## src/rtl/graphite_cmd_master.sv

```systemverilog
// CPU command FIFO feeding the Graphite rasterizer
// over an AXI-stream master port (cmd_axis).
module graphite_cmd_master #(
  parameter int DEPTH = 16
) (
  input  logic        clk,
  input  logic        reset_i,
  input  logic        sel_i,
  input  logic        wr_en_i,
  input  logic [1:0]  address_in_i,
  input  logic [31:0] data_in_i,
  output logic [31:0] data_out_o,
  output logic        cmd_axis_tvalid_o,
  input  logic        cmd_axis_tready_i,
  output logic [31:0] cmd_axis_tdata_o
);

  localparam int AW = $clog2(DEPTH);
  localparam int CW = AW + 1;
  localparam logic [CW-1:0] FULLC = CW'(DEPTH);

  localparam logic [1:0] A_DATA = 2'd0;
  localparam logic [1:0] A_STAT = 2'd1;
  localparam logic [1:0] A_CTRL = 2'd2;

  logic [31:0]   mem [DEPTH];
  logic [AW-1:0] wptr_q;
  logic [AW-1:0] rptr_q;
  logic [CW-1:0] count_q;
  logic [CW-1:0] count_d;
  logic          ovf_q;
  logic          en_q;
  logic          tvalid_q;
  logic [31:0]   tdata_q;
  logic [31:0]   rdata_q;
  logic [31:0]   rdata_d;

  logic wr_cyc;
  logic rd_cyc;
  logic push_req;
  logic stat_wr;
  logic ctrl_wr;
  logic flush;
  logic full;
  logic idle;
  logic pop;
  logic push_ok;

  assign wr_cyc   = sel_i & wr_en_i;
  assign rd_cyc   = sel_i & ~wr_en_i;
  assign push_req = wr_cyc & (address_in_i == A_DATA);
  assign stat_wr  = wr_cyc & (address_in_i == A_STAT);
  assign ctrl_wr  = wr_cyc & (address_in_i == A_CTRL);
  assign flush    = ctrl_wr & data_in_i[1];

  assign full = (count_q == FULLC);
  assign idle = (count_q == '0) & ~tvalid_q;

  // A pop moves the FIFO head into the output
  // register; a flush write blocks it so nothing
  // from the discarded contents leaks out.
  assign pop = (count_q != '0) & en_q & ~flush
             & (~tvalid_q | cmd_axis_tready_i);

  // A push into a full FIFO still fits when the
  // head leaves in the same cycle.
  assign push_ok = push_req & (~full | pop);

  // Next occupancy from push/pop/flush
  always_comb begin
    count_d = count_q;
    if (flush) begin
      count_d = '0;
    end else if (push_ok & ~pop) begin
      count_d = count_q + 1'b1;
    end else if (pop & ~push_ok) begin
      count_d = count_q - 1'b1;
    end
  end

  // Register read mux
  always_comb begin
    rdata_d = '0;
    unique case (address_in_i)
      A_STAT: rdata_d = {16'(count_q), 12'd0,
                         tvalid_q, ovf_q, full, idle};
      A_CTRL: rdata_d = {31'd0, en_q};
      default: rdata_d = '0;
    endcase
  end

  // FIFO storage, no reset needed
  always_ff @(posedge clk) begin
    if (push_ok) begin
      mem[wptr_q] <= data_in_i;
    end
  end

  // Pointers, occupancy, control and status
  always_ff @(posedge clk or posedge reset_i) begin
    if (reset_i) begin
      wptr_q  <= '0;
      rptr_q  <= '0;
      count_q <= '0;
      ovf_q   <= 1'b0;
      en_q    <= 1'b1;
    end else begin
      count_q <= count_d;
      if (push_ok) begin
        wptr_q <= wptr_q + 1'b1;
      end
      if (flush) begin
        rptr_q <= wptr_q;
      end else if (pop) begin
        rptr_q <= rptr_q + 1'b1;
      end
      if (stat_wr & data_in_i[2]) begin
        ovf_q <= 1'b0;
      end else if (push_req & ~push_ok) begin
        ovf_q <= 1'b1;
      end
      if (ctrl_wr) begin
        en_q <= data_in_i[0];
      end
    end
  end

  // Stream output register; data holds while
  // the word waits for its handshake.
  always_ff @(posedge clk or posedge reset_i) begin
    if (reset_i) begin
      tvalid_q <= 1'b0;
      tdata_q  <= '0;
    end else if (pop) begin
      tvalid_q <= 1'b1;
      tdata_q  <= mem[rptr_q];
    end else if (cmd_axis_tready_i) begin
      tvalid_q <= 1'b0;
    end
  end

  // Read data captured on the sampling edge
  always_ff @(posedge clk or posedge reset_i) begin
    if (reset_i) begin
      rdata_q <= '0;
    end else if (rd_cyc) begin
      rdata_q <= rdata_d;
    end
  end

  assign data_out_o        = rdata_q;
  assign cmd_axis_tvalid_o = tvalid_q;
  assign cmd_axis_tdata_o  = tdata_q;

endmodule

```

## config.mk

```make
export PLATFORM = sky130hd
export DESIGN_NAME = graphite_cmd_master
export DESIGN_NICKNAME = d
export VERILOG_FILES = /design/src/rtl/graphite_cmd_master.sv
export SDC_FILE = /design/constraint.sdc
export NUM_CORES = 1
export LEC_CHECK = 0
export CORE_MARGIN = 4
export CORE_UTILIZATION = 57
export DETAILED_ROUTE_END_ITERATION = 10
export PLACE_DENSITY_LB_ADDON = 0.12
export SYNTH_ARGS = -nofsm -noshare
export SYNTH_HDL_FRONTEND = slang
export SYNTH_SLANG_ARGS = --single-unit
```

## constraint.sdc

```tcl
create_clock -name clk -period 4.78 [get_ports clk]
set_input_delay 1.195 -clock clk [delete_from_list [all_inputs] [get_ports clk]]
set_output_delay 1.195 -clock clk [all_outputs]
set_load 0.02 [all_outputs]
```

==> results.ini <==
[setup_path]
startpoint_class_of_the_critical_path=primary input
crit_chain=clkdlybuf4s50_1 > inv_1 > ha_1 > nand3_1 > a21oi_1 > nand2_1 > ha_1 > a21oi_1 > nand2_1 > or4_1 > a31oi_1
critPathArrivalTime_ns=4.07
crit_path_max_fanout=12
cp_data_required_time_ns=5.30
critPathCaptureType=register
criticalPathCategory=in -> reg
worst_path_max_delay_cell=sky130_fd_sc_hd__clkdlybuf4s50_1
timing.critical_path.slowest_cell_delay_ns=0.43

[detailed_routing]
remaining_drc_errors=0
drt_first_pass_iters=5
dr_total_vias=10541
postRouteWirelength_um=44900
drt_first_iter_violations=952
postRouteAntennaNets=0
detail_route.vias_per_cell=6.09
avgRoutedWirePerCell_um=26.0

[clocking]
clkSlewWorstSetupHoldPaths_ns=0.06
number_of_gates_resized_after_cts=0
htree_levels=2
postCtsSetupRepairBufs=0
numCtsBuffers=55
cts.sinks=569
cts_root_buffer=sky130_fd_sc_hd__clkbuf_16
clock_latency_of_the_later_clocked_register_in_the_worst_skew_pair_ns=0.60
clock_tree.buffer_depth=3
cts.hold.buffers_added=0
cts_tree=built

[synth]
yosys.area.top_type=sky130_fd_sc_hd__edfxtp_1
synth.top_cell.area_share_pct=69.2
synth.distinct_cells=52
synth_top_cells_by_area=sky130_fd_sc_hd__edfxtp_1 69%, sky130_fd_sc_hd__mux4_2 13%, sky130_fd_sc_hd__dfrtp_1 6.3%, sky130_fd_sc_hd__a221oi_2 2.0%, sky130_fd_sc_hd__mux2i_1 1.6%
syn-mean-instance-area_um2=21.1
ys_ff_latch=569
synth-warning-count=0
postSynthCellCount=1055
netlist_area_um2=22200
synth_enable_flop_cells=512
yosys_most_used_dff=sky130_fd_sc_hd__edfxtp_1
asyncSetResetFlopFracSynth_pct=10.0
ys_seq_area_share_pct=75.6

[timing]
worst-slew-pin-transition_ns=0.997
timing.final.crit_share_pct=74.3
timing.setup.tns_ns=0
timing.clock.skew_ns=0.0185
finalHoldViolations=0
rsz0062_at_grt=no
slew_headroom_pct=33.5
final.min_clock_period_ns=3.55
max_clock_freq_ghz=0.282
setup_violations=0
final-max-slew-violation-count=0

[floorplanning]
floorplan.die_area_um2=42200
boundaryPins=104
die_height_um=205
fp.coreArea_um2=38600
dieWidth_um=205
start_util_pct=57.6
num_rows=72

[final_layout]
most-common-layout-cells=512 x sky130_fd_sc_hd__edfxtp_1, 128 x sky130_fd_sc_hd__mux4_2, 80 x sky130_fd_sc_hd__clkdlybuf4s50_1, 55 x sky130_fd_sc_hd__clkbuf_16, 53 x sky130_fd_sc_hd__dfrtp_1
layout.cells.most_common=sky130_fd_sc_hd__edfxtp_1
antenna_cells=0
area.growth.synth_to_final_pct=15.4
drive_above_1_share_pct=24.8
num-nets-final=1219
final_cells=1730
layout.core_utilization_pct=66.5

[place]
numPlacedInstances=1628
gpl.final_weighted_congestion=0.789
buffer_ports.inserted=80
dpl.hpwl_um=26000

[power_and_ir_drop]
cellPowerDensity_nw_per_um2=543
power_leakage_nw=8.34
vdd.ir_drop.worst_mv=0.389

[grt]
grt_usage_pct=22.1
globalRouteOverflowTotal=0
grt_antenna_before_repair=0
grt_max_degree=60
grt_pass1_vias=10978
grt_pass1_wl_um=69300

[flow_run]
maxCapViolCount=0

[worst_hold_path]
min-delay-path-class=reg -> reg

[outcome]
run_status=finished clean

cell usage after synthesis (3+ instances only):
| cell type | n |
|---|---|
| sky130_fd_sc_hd__o21ai_0 | 11 |
| sky130_fd_sc_hd__nand2b_1 | 4 |
| sky130_fd_sc_hd__and3_1 | 3 |
| sky130_fd_sc_hd__and2_1 | 13 |
| sky130_fd_sc_hd__a221oi_2 | 30 |
| sky130_fd_sc_hd__nand4_1 | 4 |
| sky130_fd_sc_hd__ha_1 | 12 |
| sky130_fd_sc_hd__dfrtp_1 | 56 |
| sky130_fd_sc_hd__mux2i_1 | 36 |
| sky130_fd_sc_hd__buf_4 | 23 |
| sky130_fd_sc_hd__o22ai_1 | 32 |
| sky130_fd_sc_hd__buf_2 | 16 |
| sky130_fd_sc_hd__clkbuf_1 | 35 |
| sky130_fd_sc_hd__xor2_1 | 3 |
| sky130_fd_sc_hd__buf_1 | 7 |
| sky130_fd_sc_hd__mux4_2 | 128 |
| sky130_fd_sc_hd__and4_1 | 4 |
| sky130_fd_sc_hd__inv_1 | 8 |
| sky130_fd_sc_hd__a21oi_1 | 5 |
| sky130_fd_sc_hd__nand3_1 | 7 |
| sky130_fd_sc_hd__nor2_1 | 35 |
| sky130_fd_sc_hd__nand2_1 | 29 |
| sky130_fd_sc_hd__buf_6 | 5 |
| sky130_fd_sc_hd__edfxtp_1 | 512 |
layer usage:
metal / global-route usage, % / routed length (um)
met5: 0 / 0
met1: 33.2 / 19400
met2: 35.1 / 22100
met3: 3.92 / 2730
met4: 4.76 / 782
final timing paths:
check,from,end,slack (ns),cells past startpoint
max,address_in_i[1],count_q[4],1.23,11
min,data_out_o[19],data_out_o[19],0.48,2
max reg2reg,count_q[1],count_q[4],1.86,8
min reg2reg,data_out_o[19],data_out_o[19],0.48,2
max in group asynchronous,reset_i,rptr_q[2],3.35,3
min in group asynchronous,reset_i,cmd_axis_tdata_o[28],1.02,3
where the power goes:
group          internal (W)  switching, W  leakage, nW
combinational       0.00170       0.00174         2.19
sequential          0.00568      0.000446         5.27
clock               0.00260       0.00177        0.881
logic make-up (layout without fill, tap and decap cells):
kind of cell | Yosys count | count (layout) | synth area share (%)
buffers and inverters | 94 | 229 | 2.24
multiplexers | 167 | 167 | 14.7
XOR/XNOR | 5 | 5 | 0.197
AO/OA/AOI/OAI | 96 | 96 | 4.03
adder cells (fa/ha/maj) | 13 | 13 | 0.766
AND/OR/NAND/NOR | 110 | 110 | 2.42
flip-flops | 569 | 569 | 75.6
other | 1 | 23 | 0.0169
critical path, delay by kind of cell:
kind | cells | cell delay [ns]
and+or+nand+nor | 4 | 1.09
buffers and inverters | 2 | 0.52
adders and majority gates | 2 | 0.53
AOI/OAI and AO/OA | 3 | 0.72
state kept, by name, summed over array words and instances (netlist names):
name,flops
wptr_q,4
rptr_q,4
en_q,1
count_q,5
cmd_axis_tdata_o,32
mem,512
ovf_q,1
data_out_o,9
cmd_axis_tvalid_o,1
cell type report:
| type | count | area [um2] |
|---|---|---|
| Inverter | 8 | 30.0 |
| Sequential cell | 569 | 16800 |
| Clock buffer | 76 | 1490 |
| Fill cell | 2583 | 12900 |
| Multi-Input combinational cell | 414 | 5040 |
| Timing Repair Buffer | 119 | 1310 |
| Clock inverter | 26 | 333 |
| Tap cell | 518 | 648 |
metrics by stage:
step	setup WS (ns)	total power [W]	instance area [um2]	hold slack (ns)
finish	1.23	0.0139	25700	0.479
CTS	1.27	0.0141	25700	0.484
floorplan	1.21	0.00858	22300	0.511
detailed placement	0.634	0.00971	23800	0.470
global placement	0.733	0.00967	23800	0.463
global route	0.967	0.0146	25700	0.511
No activity file was read; power rests on OpenSTA's default activity.
